`config.mk`:
```
export PLATFORM = sky130hd
export DESIGN_NAME = vga_fb_arbiter_flat
export DESIGN_NICKNAME = d
export VERILOG_FILES = /design/src/rtl/vga_fb_arbiter_if.sv /design/src/rtl/vga_fb_arbiter.sv /design/src/flat_wrapper.sv
export SDC_FILE = /design/constraint.sdc
export NUM_CORES = 1
export LEC_CHECK = 0
export BUFFER_PORTS_ARGS = -buffer_cell sky130_fd_sc_hd__buf_2
export CORE_ASPECT_RATIO = 1.5
export CORE_MARGIN = 10
export CORE_UTILIZATION = 25
export DETAILED_ROUTE_END_ITERATION = 7
export HOLD_SLACK_MARGIN = 0.1
export PLACE_DENSITY = 0.46
export SYNTH_ARGS = -nofsm -noshare
export SYNTH_HDL_FRONTEND = slang
export SYNTH_SLANG_ARGS = --single-unit
export TNS_END_PERCENT = 100
```
`constraint.sdc`:
```
create_clock -name i_clk -period 2.45 [get_ports i_clk]
set_clock_uncertainty 0.1 [all_clocks]
set_input_delay 0.1225 -clock i_clk [delete_from_list [all_inputs] [get_ports i_clk]]
set_output_delay 0.1225 -clock i_clk [all_outputs]
set_load 0.01 [all_outputs]
```
`src/rtl/vga_fb_arbiter_if.sv`:
```
// Host write port and framebuffer RAM port of vga_fb_arbiter.
// The arbiter connects to the slave modport. The host and RAM side connects to the master modport.
interface vga_fb_arbiter_if #(
    parameter int G_ADDR_W = 19,
    parameter int G_DATA_W = 8
);
    // host write channel
    logic                i_wr_valid;
    logic                o_wr_ready;
    logic [G_ADDR_W-1:0] i_wr_addr;
    logic [G_DATA_W-1:0] i_wr_data;
    logic                o_wr_err;

    // single-port framebuffer RAM
    logic                o_mem_en;
    logic                o_mem_we;
    logic [G_ADDR_W-1:0] o_mem_addr;
    logic [G_DATA_W-1:0] o_mem_wdata;
    logic [G_DATA_W-1:0] i_mem_rdata;

    modport slave (
        input  i_wr_valid, i_wr_addr, i_wr_data, i_mem_rdata,
        output o_wr_ready, o_wr_err, o_mem_en, o_mem_we, o_mem_addr, o_mem_wdata
    );

    modport master (
        output i_wr_valid, i_wr_addr, i_wr_data, i_mem_rdata,
        input  o_wr_ready, o_wr_err, o_mem_en, o_mem_we, o_mem_addr, o_mem_wdata
    );
endinterface

```
`src/rtl/vga_fb_arbiter.sv`:
```
// vga_fb_arbiter: shares one single-port framebuffer RAM between the pixel refresh path and a host write port.
//   - During the active region, display reads always win.
//   - Host writes wait in a small FIFO and drain one per blanking cycle.
//   - Writes whose address falls outside the frame are dropped, and each drop raises a one-cycle o_wr_err pulse.
// Optional build macro FBARB_STALL_CNT_EN enables o_stall_cnt.
//   - When enabled, the counter saturates. It counts the active cycles during which the FIFO held pending writes.
//   - When the macro is not defined, o_stall_cnt is tied to 0.
module vga_fb_arbiter #(
    parameter int G_H_RES      = 640,
    parameter int G_V_RES      = 480,
    parameter int G_ADDR_W     = 19,
    parameter int G_DATA_W     = 8,
    parameter int G_FIFO_DEPTH = 4
) (
    input  logic                              i_clk,
    input  logic                              i_rst,
    input  logic [9:0]                        i_x,
    input  logic [9:0]                        i_y,
    input  logic                              i_active,
    vga_fb_arbiter_if.slave                   bus,
    output logic [G_DATA_W-1:0]               o_pix,
    output logic                              o_pix_valid,
    output logic [$clog2(G_FIFO_DEPTH):0]     o_fifo_level,
    output logic [15:0]                       o_stall_cnt
);

    localparam int PTR_W = $clog2(G_FIFO_DEPTH);
    localparam int LVL_W = PTR_W + 1;
    localparam logic [G_ADDR_W:0]  FB_SIZE  = (G_ADDR_W+1)'(G_H_RES * G_V_RES);
    localparam logic [LVL_W-1:0]   LVL_FULL = LVL_W'(G_FIFO_DEPTH);
    // Latency from the x/y sample to o_pix: address register, RAM read, then the pixel register.
    localparam int STAGES = 3;

    typedef enum logic [1:0] {
        S_BLANK = 2'd0,
        S_DISP  = 2'd1,
        S_WRITE = 2'd2
    } state_e;

    typedef struct packed {
        logic [G_ADDR_W-1:0] addr;
        logic [G_DATA_W-1:0] data;
    } wr_entry_t;

    // FIFO state
    wr_entry_t          fifo_q [G_FIFO_DEPTH];
    logic [PTR_W-1:0]   wptr_q, wptr_d;
    logic [PTR_W-1:0]   rptr_q, rptr_d;
    logic [LVL_W-1:0]   level_q, level_d;
    logic               ready_q;
    logic               push, pop;
    wr_entry_t          head;
    logic               head_ok;

    // RAM-side and FSM state
    state_e             state_q;
    logic               mem_en_q;
    logic [G_ADDR_W-1:0] mem_addr_q;
    logic [G_DATA_W-1:0] mem_wdata_q;
    logic               wr_err_q;
    logic [G_ADDR_W-1:0] disp_addr;

    // Display pipeline state
    logic [STAGES-1:0]  vld_pipe;
    logic [G_DATA_W-1:0] pix_q;

    // Handshake, FIFO bookkeeping and display address.
    // Only registered occupancy is used here, so the FIFO has no same-cycle bypass.
    always_comb begin
        push    = bus.i_wr_valid && ready_q;
        pop     = !i_active && (level_q != '0);
        wptr_d  = push ? wptr_q + PTR_W'(1) : wptr_q;
        rptr_d  = pop  ? rptr_q + PTR_W'(1) : rptr_q;
        level_d = level_q;
        if (push && !pop)
            level_d = level_q + LVL_W'(1);
        else if (!push && pop)
            level_d = level_q - LVL_W'(1);
        head    = fifo_q[rptr_q];
        head_ok = {1'b0, head.addr} < FB_SIZE;
        // The low G_ADDR_W bits of y*H+x depend only on the low bits of the operands.
        // Computing at G_ADDR_W width therefore equals computing at full width and then truncating.
        disp_addr = G_ADDR_W'(i_y) * G_ADDR_W'(G_H_RES) + G_ADDR_W'(i_x);
    end

    // FSM: picks this cycle's RAM operation from i_active and FIFO emptiness. Every RAM output is registered.
    always_ff @(posedge i_clk) begin
        if (i_rst) begin
            state_q     <= S_BLANK;
            mem_en_q    <= 1'b0;
            mem_addr_q  <= '0;
            mem_wdata_q <= '0;
            wr_err_q    <= 1'b0;
        end else begin
            wr_err_q <= 1'b0;
            if (i_active) begin
                // A read is never preempted, including on the first active cycle.
                state_q    <= S_DISP;
                mem_en_q   <= 1'b1;
                mem_addr_q <= disp_addr;
            end else if (level_q != '0) begin
                // Pop the head entry. An out-of-frame entry is consumed but not written.
                state_q     <= S_WRITE;
                mem_en_q    <= head_ok;
                wr_err_q    <= !head_ok;
                mem_addr_q  <= head.addr;
                mem_wdata_q <= head.data;
            end else begin
                state_q  <= S_BLANK;
                mem_en_q <= 1'b0;
            end
        end
    end

    // FIFO pointers, occupancy and registered ready. A reset discards every queued write.
    always_ff @(posedge i_clk) begin
        if (i_rst) begin
            wptr_q  <= '0;
            rptr_q  <= '0;
            level_q <= '0;
            ready_q <= 1'b0;
        end else begin
            wptr_q  <= wptr_d;
            rptr_q  <= rptr_d;
            level_q <= level_d;
            ready_q <= (level_d != LVL_FULL);
        end
    end

    // FIFO storage. It needs no reset because the pointers define which entries are valid.
    always_ff @(posedge i_clk) begin
        if (push)
            fifo_q[wptr_q] <= '{addr: bus.i_wr_addr, data: bus.i_wr_data};
    end

    // Display pipeline.
    //   - The active flag travels with the read through address, RAM and pixel stages.
    //   - The pixel is zeroed outside the visible region.
    always_ff @(posedge i_clk) begin
        if (i_rst) begin
            vld_pipe <= '0;
            pix_q    <= '0;
        end else begin
            vld_pipe <= {vld_pipe[STAGES-2:0], i_active};
            pix_q    <= vld_pipe[STAGES-2] ? bus.i_mem_rdata : '0;
        end
    end

`ifdef FBARB_STALL_CNT_EN
    logic [15:0] stall_q;

    // Stall statistic: counts each cycle that a read is issued while host writes are pending. It saturates.
    always_ff @(posedge i_clk) begin
        if (i_rst)
            stall_q <= '0;
        else if (i_active && (level_q != '0) && (stall_q != 16'hFFFF))
            stall_q <= stall_q + 16'd1;
    end

    assign o_stall_cnt = stall_q;
`else
    assign o_stall_cnt = '0;
`endif

    assign bus.o_wr_ready  = ready_q;
    assign bus.o_wr_err    = wr_err_q;
    assign bus.o_mem_en    = mem_en_q;
    assign bus.o_mem_we    = mem_en_q && (state_q == S_WRITE);
    assign bus.o_mem_addr  = mem_addr_q;
    assign bus.o_mem_wdata = mem_wdata_q;
    assign o_pix           = pix_q;
    assign o_pix_valid     = vld_pipe[STAGES-1];
    assign o_fifo_level    = level_q;

endmodule

```
`src/flat_wrapper.sv`:
```
// flat-port wrapper written by rule: the top's interface ports become plain ports
module vga_fb_arbiter_flat 
#(
    parameter int G_H_RES      = 640,
    parameter int G_V_RES      = 480,
    parameter int G_ADDR_W     = 19,
    parameter int G_DATA_W     = 8,
    parameter int G_FIFO_DEPTH = 4
)
  (i_clk, i_rst, i_x, i_y, i_active, o_pix, o_pix_valid, o_fifo_level, o_stall_cnt, bus_i_wr_valid, bus_i_wr_addr, bus_i_wr_data, bus_i_mem_rdata, bus_o_wr_ready, bus_o_wr_err, bus_o_mem_en, bus_o_mem_we, bus_o_mem_addr, bus_o_mem_wdata);
  vga_fb_arbiter_if #(.G_ADDR_W(G_ADDR_W), .G_DATA_W(G_DATA_W)) bus_i ();
  input  logic i_clk;
  input  logic i_rst;
  input  logic [9:0] i_x;
  input  logic [9:0] i_y;
  input  logic i_active;
  output logic [G_DATA_W-1:0] o_pix;
  output logic o_pix_valid;
  output logic [$clog2(G_FIFO_DEPTH):0] o_fifo_level;
  output logic [15:0] o_stall_cnt;
  input wire logic [$bits(bus_i.i_wr_valid)-1:0] bus_i_wr_valid;
  input wire logic [$bits(bus_i.i_wr_addr)-1:0] bus_i_wr_addr;
  input wire logic [$bits(bus_i.i_wr_data)-1:0] bus_i_wr_data;
  input wire logic [$bits(bus_i.i_mem_rdata)-1:0] bus_i_mem_rdata;
  output wire logic [$bits(bus_i.o_wr_ready)-1:0] bus_o_wr_ready;
  output wire logic [$bits(bus_i.o_wr_err)-1:0] bus_o_wr_err;
  output wire logic [$bits(bus_i.o_mem_en)-1:0] bus_o_mem_en;
  output wire logic [$bits(bus_i.o_mem_we)-1:0] bus_o_mem_we;
  output wire logic [$bits(bus_i.o_mem_addr)-1:0] bus_o_mem_addr;
  output wire logic [$bits(bus_i.o_mem_wdata)-1:0] bus_o_mem_wdata;
  assign bus_i.i_wr_valid = bus_i_wr_valid;
  assign bus_i.i_wr_addr = bus_i_wr_addr;
  assign bus_i.i_wr_data = bus_i_wr_data;
  assign bus_i.i_mem_rdata = bus_i_mem_rdata;
  assign bus_o_wr_ready = bus_i.o_wr_ready;
  assign bus_o_wr_err = bus_i.o_wr_err;
  assign bus_o_mem_en = bus_i.o_mem_en;
  assign bus_o_mem_we = bus_i.o_mem_we;
  assign bus_o_mem_addr = bus_i.o_mem_addr;
  assign bus_o_mem_wdata = bus_i.o_mem_wdata;
  vga_fb_arbiter #(.G_H_RES(G_H_RES), .G_V_RES(G_V_RES), .G_ADDR_W(G_ADDR_W), .G_DATA_W(G_DATA_W), .G_FIFO_DEPTH(G_FIFO_DEPTH)) u_core (.i_clk(i_clk), .i_rst(i_rst), .i_x(i_x), .i_y(i_y), .i_active(i_active), .bus(bus_i), .o_pix(o_pix), .o_pix_valid(o_pix_valid), .o_fifo_level(o_fifo_level), .o_stall_cnt(o_stall_cnt));
endmodule
```
Yosys cells after proc, flatten, opt, wreduce, memory -nomap -nowiden --
Memories as Yosys holds them, arrays and structs flattened. A register that Yosys moved wholly into a read port is not among the register bits. Cells that the tools add are included.
Word-level totals: memories 1, output and inout bits 59, word-level logic and storage cells 52, RAM bits 108, flip-flop bits (word level) 50, input port bits 59
Cells by class: multipliers 1, magnitude comparators 1, eq/ne operators 2, $add $sub $neg 5, bitwise logic cells 3, multiplexer cells 12, reductions and logical operators 15
Memory list:
- u_core.fifo_q | words 4, bits a word 27, rd ports 1, clocked after memory_dff 1, write ports 1, line vga_fb_arbiter.sv:46 | wr_entry_t fifo_q [G_FIFO_DEPTH];
Operators by type and width (count):
- 19-bit 2-to-1 mux | 2
- 19-bit by 10-bit adder with 19-bit output | 1
- 19-bit < comparator (second input constant) | 1
- 10-bit by 3-bit multiplier with 12-bit output (second input constant) | 1
- 2-bit 2-to-1 mux | 3
- 3-bit 2-to-1 mux | 2
- 1-bit logical AND | 5
- 1-bit 2-to-1 mux | 5
- 2-bit by 1-bit adder with 2-bit output (second input constant) | 2
- 1-bit zero test | 4
- 2-bit OR reduction | 2
- 3-bit by 1-bit adder with 3-bit output (second input constant) | 1
- 3-bit inequality test (second input constant) | 1
- 1-bit inverter | 3
- 3-bit nonzero test | 1
- 3-bit OR reduction | 1
- 3-bit by 1-bit subtractor with 3-bit output (second input constant) | 1
- 2-bit == test (second input constant) | 1
- 2-bit AND reduction | 1
- 2-bit nonzero test | 1

Depth between registers and ports, before layout --
depth in word-level cells 6, gate-level depth with buffers 9, depth with buffers taken out 9

Worst setup path after synthesis --
OpenSTA, ideal clock, no wires.
path type input to register, start input i_y[1], end register u_core.mem_addr_q[17] (netlist: u_core.bus.o_mem_addr[17]), data arrival time 2.195 ns, slack 0.067 ns, buffers on the path 0, cell stages on the path 9, setup time 0.088 ns, required time 2.262 ns, path through ha_1 -> ha_1 -> fa_1 -> xor2_1 -> nand3_2 -> nor4_1 -> nand4_1 -> a21boi_1 -> nor4_2
On the way: longest elaborated chain between the ends 3
Ends and longest elaborated chain:
- start, declared | line flat_wrapper.sv:15 | input logic [9:0] i_y;
- 10-bit by 3-bit multiplier with 12-bit output | line vga_fb_arbiter.sv:83 | disp_addr = G_ADDR_W'(i_y) * G_ADDR_W'(G_H_RES) + G_ADDR_W'(i_x);
- 19-bit by 10-bit adder with 19-bit output | line vga_fb_arbiter.sv:83
- 19-bit 2-to-1 mux | line vga_fb_arbiter.sv:96 | if (i_active) begin
- end signal, assigned | line vga_fb_arbiter.sv:100 | mem_addr_q <= disp_addr;
- end signal, assigned | line vga_fb_arbiter.sv:106 | mem_addr_q <= head.addr;
- end, declared | line vga_fb_arbiter.sv:58 | logic [G_ADDR_W-1:0] mem_addr_q;
Every way passes these cells. A chain may end at the register's enable or synchronous reset.

Worst setup path in the final report --
start input i_y[1], end register u_core.mem_addr_q[18] (netlist: u_core.bus.o_mem_addr[18])
The elaborated chain is that of the path after synthesis.

==> results.yml <==
die:
  chipWidth_um: 156
  floorplan.initialDensity_pct: 25.5
  rows: 74
  placeableCoreArea_um2: 27300
  die_height_um: 224
  floorplan.io_pins: 118
  die_area_um2: 35100
worst_setup_path:
  timing.critical_path.from_type: "primary input"
  cpLargestDelayFamily: "compound AO/OA/AOI/OAI gates"
  worst_ep_arrival_time_ns: 2.44
  endpoint_kind: "register"
  critical_path_required_ns: 2.69
  r2r_setup_slack_ns: 0.29
  critical_path.n_buffers_inverters: 1
  worst-path-max-fanout: 3
  max_stage_delay_ns: 0.44
  critPathSlowestCell: "sky130_fd_sc_hd__fa_1"
  path_cells: "buf_2 -> ha_1 -> ha_1 -> fa_1 -> a211oi_1 -> o21ai_0 -> a31oi_1 -> nand4_1 -> xnor2_1 -> a221oi_2"
  path_common_cell: "sky130_fd_sc_hd__ha_1"
  critical_path_class: "primary input to register"
drt:
  drt-vias-per-instance: 4.37
  drtPass1Iterations: 4
  postRouteWirelength_um: 17200
  detail_route.drc_violations: 0
  detail_route_antenna_nets: 0
  drt_iter0_drc: 167
  vias: 4527
  post_drt_wl_per_cell_um: 16.6
synthesis:
  synth_adder_area_share_pct: 5.25
  synth_async_sr_flop_share_pct: 0
  synthCells: 505
  synth_top_family_by_area: "simple AND/OR/NAND/NOR gates"
  synth.mux.area_fraction_pct: 8.79
  fraction_of_the_mapped_netlist_area_in_simple_logic_gates_pct: 10.3
  compound_cell_area_share_of_the_yosys_netlist_pct: 7.74
  synth_xor_xnor_area_share_pct: 2.14
  number_of_enable_type_register_cells_in_the_synthesized_netlist: 108
  ys_ff_latch: 159
  dominantRegCellSynth: "sky130_fd_sc_hd__edfxtp_1"
  netlist_area_um2: 6960
  syn_area_per_cell_um2: 13.8
  synth.distinct_cells: 60
  ys_seq_area_share_pct: 61.2
  ys.warnings.count: 0
final_layout:
  multi_input_gate_area_um2: 2450
  sequential_cell_area_um2: 4270
  fin_cells: 1036
  diodes: 0
  fillerInstances: 2667
  area_growth_pct: 29.3
  drive_above_1_share_pct: 29.3
  number_of_nets_in_the_finished_design: 768
sta:
  slew-limit-headroom_pct: 65.1
  final-hold-violation-count: 0
  worstMarginPinSlew_ns: 0.522
  max_frequency_ghz: 0.455
  finalCritPeriodShare_pct: 89.8
  final.setup.worst_slack_ns: 0.250
  report.final.setup_viol: 0
  report.final.slew_viol_count: 0
  rsz0062_at_grt: "no"
  finalHoldWorstSlack_ns: 0.125
  period_needed_ns: 2.20
cts:
  num_cts_buffers: 17
  max-clock-path-buffers: 2
  htree_num_levels: 4
  clock-sinks: 159
  cts-root-buf: "sky130_fd_sc_hd__clkbuf_16"
  cts_tree: "built"
  insertion_delay_ns: 0.43
  clk_pin_slew_ns: 0.06
grt:
  grt_first_pass_wirelength_um: 27600
  antenna_violations_before_repair: 0
  grt_pass1_vias: 4970
  globalRoute.totalOverflow: 0
  grt_max_degree: 41
  grtUsageTotal_pct: 10.2
outcome:
  status: "completed"
placement:
  cell_count_post_placement: 957
  buffers_on_ports: 101
  place.detailed.hpwl_um: 12200
  placement.setup.worst_slack_ns: -0.259
  gpl.final_weighted_congestion: 0.772
pwr:
  p_leak_nw: 3.43
  vdd_ir_drop_max_v: 0.000437
  powerDensity_nw_per_um2: 949
hold_path:
  hold_path.class: "primary input to register"
job:
  max_capacitance_violation_total: 0
-- logic make-up after synthesis --
group / count (synthesis)
xor+xnor: 17
flops: 159
other cells: 1
compound gates: 83
fa+ha+maj: 28
buf+inv: 50
simple gates: 140
mux: 27
-- worst register-to-register path: stages (launching register included) --
cell	delay [ns]
sky130_fd_sc_hd__dfxtp_1	0.40
sky130_fd_sc_hd__inv_1	0.11
sky130_fd_sc_hd__ha_1	0.22
sky130_fd_sc_hd__nand2b_1	0.14
sky130_fd_sc_hd__nand2b_1	0.26
sky130_fd_sc_hd__a21oi_1	0.36
sky130_fd_sc_hd__a221o_1	0.22
sky130_fd_sc_hd__a32o_1	0.16
sky130_fd_sc_hd__a21oi_1	0.06
-- cells in the mapped netlist, types with 6 or more instances --
cell type / number / area (um^2)
sky130_fd_sc_hd__a211oi_1: 13 / 97.6
sky130_fd_sc_hd__a21oi_1: 39 / 195
sky130_fd_sc_hd__and2_1: 15 / 93.8
sky130_fd_sc_hd__ha_1: 26 / 325
sky130_fd_sc_hd__nand3_1: 7 / 35.0
sky130_fd_sc_hd__mux4_2: 26 / 586
sky130_fd_sc_hd__inv_1: 10 / 37.5
sky130_fd_sc_hd__edfxtp_1: 108 / 3240
sky130_fd_sc_hd__nand2_1: 47 / 176
sky130_fd_sc_hd__clkbuf_1: 11 / 41.3
sky130_fd_sc_hd__xor2_1: 11 / 96.3
sky130_fd_sc_hd__buf_4: 19 / 143
sky130_fd_sc_hd__nor2_1: 34 / 128
sky130_fd_sc_hd__nor2b_1: 9 / 56.3
sky130_fd_sc_hd__dfxtp_1: 51 / 1020
sky130_fd_sc_hd__xnor2_1: 6 / 52.6
-- state kept, by name, summed over array words and instances (netlist names), named ones only --
register and count:
u_core.fifo_q 108, u_core.bus.o_mem_addr 19, u_core.bus.o_mem_wdata 8, u_core.o_pix 8
u_core.o_fifo_level 3, u_core.vld_pipe 3, u_core.rptr_q 2, u_core.wptr_q 2
u_core.bus.o_mem_en 1, u_core.bus.o_wr_err 1, u_core.bus.o_wr_ready 1, u_core.state_q 1
-- power by group --
part	switching (mW)	internal [mW]	leakage (nW)	total (mW)
combinational	1.38	1.13	1.75	2.51
clock	1.07	1.59	0.285	2.67
sequential	0.205	3.16	1.40	3.37
total	2.66	5.89	3.43	8.54
-- layer usage --
metal	GRT usage, %	vias up	wire, um	share of wire (%)
met2	17.9	98	8880	52
met1	11.1	2213	7160	42
li1	-	2196	-	-
met4	5.01	0	354	2.1
met3	2.54	20	814	4.7
met5	0	-	0	0
-- metrics by stage --
stage | setup TNS [ns] | util, % | power (mW) | instance area, um^2
2_1_floorplan | 0 | - | 5.09 | 7020
3_3_place_gp | -0.662 | 29.0 | 5.89 | 7930
5_1_grt | 0 | 33.0 | 9.10 | 9000
4_1_cts | 0 | 32.9 | 8.72 | 9000
6_report | 0 | 33.0 | 8.54 | 9000
3_5_place_dp | -0.810 | 29.0 | 5.94 | 7930
-- path summary, 6_finish.rpt --
path,start,to,cells after the start
setup / recovery,i_y[1],u_core.bus.o_mem_addr[18],10
hold / removal,i_y[0],u_core.bus.o_mem_addr[7],5
setup reg to reg,u_core.o_fifo_level[0],u_core.bus.o_wr_ready,8
hold reg to reg,u_core.bus.o_mem_wdata[3],u_core.bus.o_mem_wdata[3],2
-- cells in the final DEF, fill, tap and decap left out, types with 26 or more instances in the layout --
cell                            count
sky130_fd_sc_hd__dlygate4sd3_1     47
sky130_fd_sc_hd__edfxtp_1         108
sky130_fd_sc_hd__buf_2            101
sky130_fd_sc_hd__nand2_1           47
sky130_fd_sc_hd__a21oi_1           39
sky130_fd_sc_hd__buf_4             34
sky130_fd_sc_hd__dfxtp_1           50
sky130_fd_sc_hd__nor2_1            34
sky130_fd_sc_hd__ha_1              26
sky130_fd_sc_hd__mux4_2            26
-- layout make-up --
type | instances | area share (%)
clock buffers | 17 | 4.73
clock inverters | 15 | 1.86
inverters | 10 | 0.417
multi-input cells | 311 | 27.2
flip-flops and latches | 159 | 47.4
well taps | 342 | 4.75
repair buffers | 182 | 13.7
-- repair_timing --
action	4_1_cts	5_1_grt
endpoints found under the hold margin	145	0
gates resized for setup	0	1
hold buffers	47	0
buffers inserted	0	0
endpoints found under the setup margin	0	1
(Power assumes the default switching activity.)
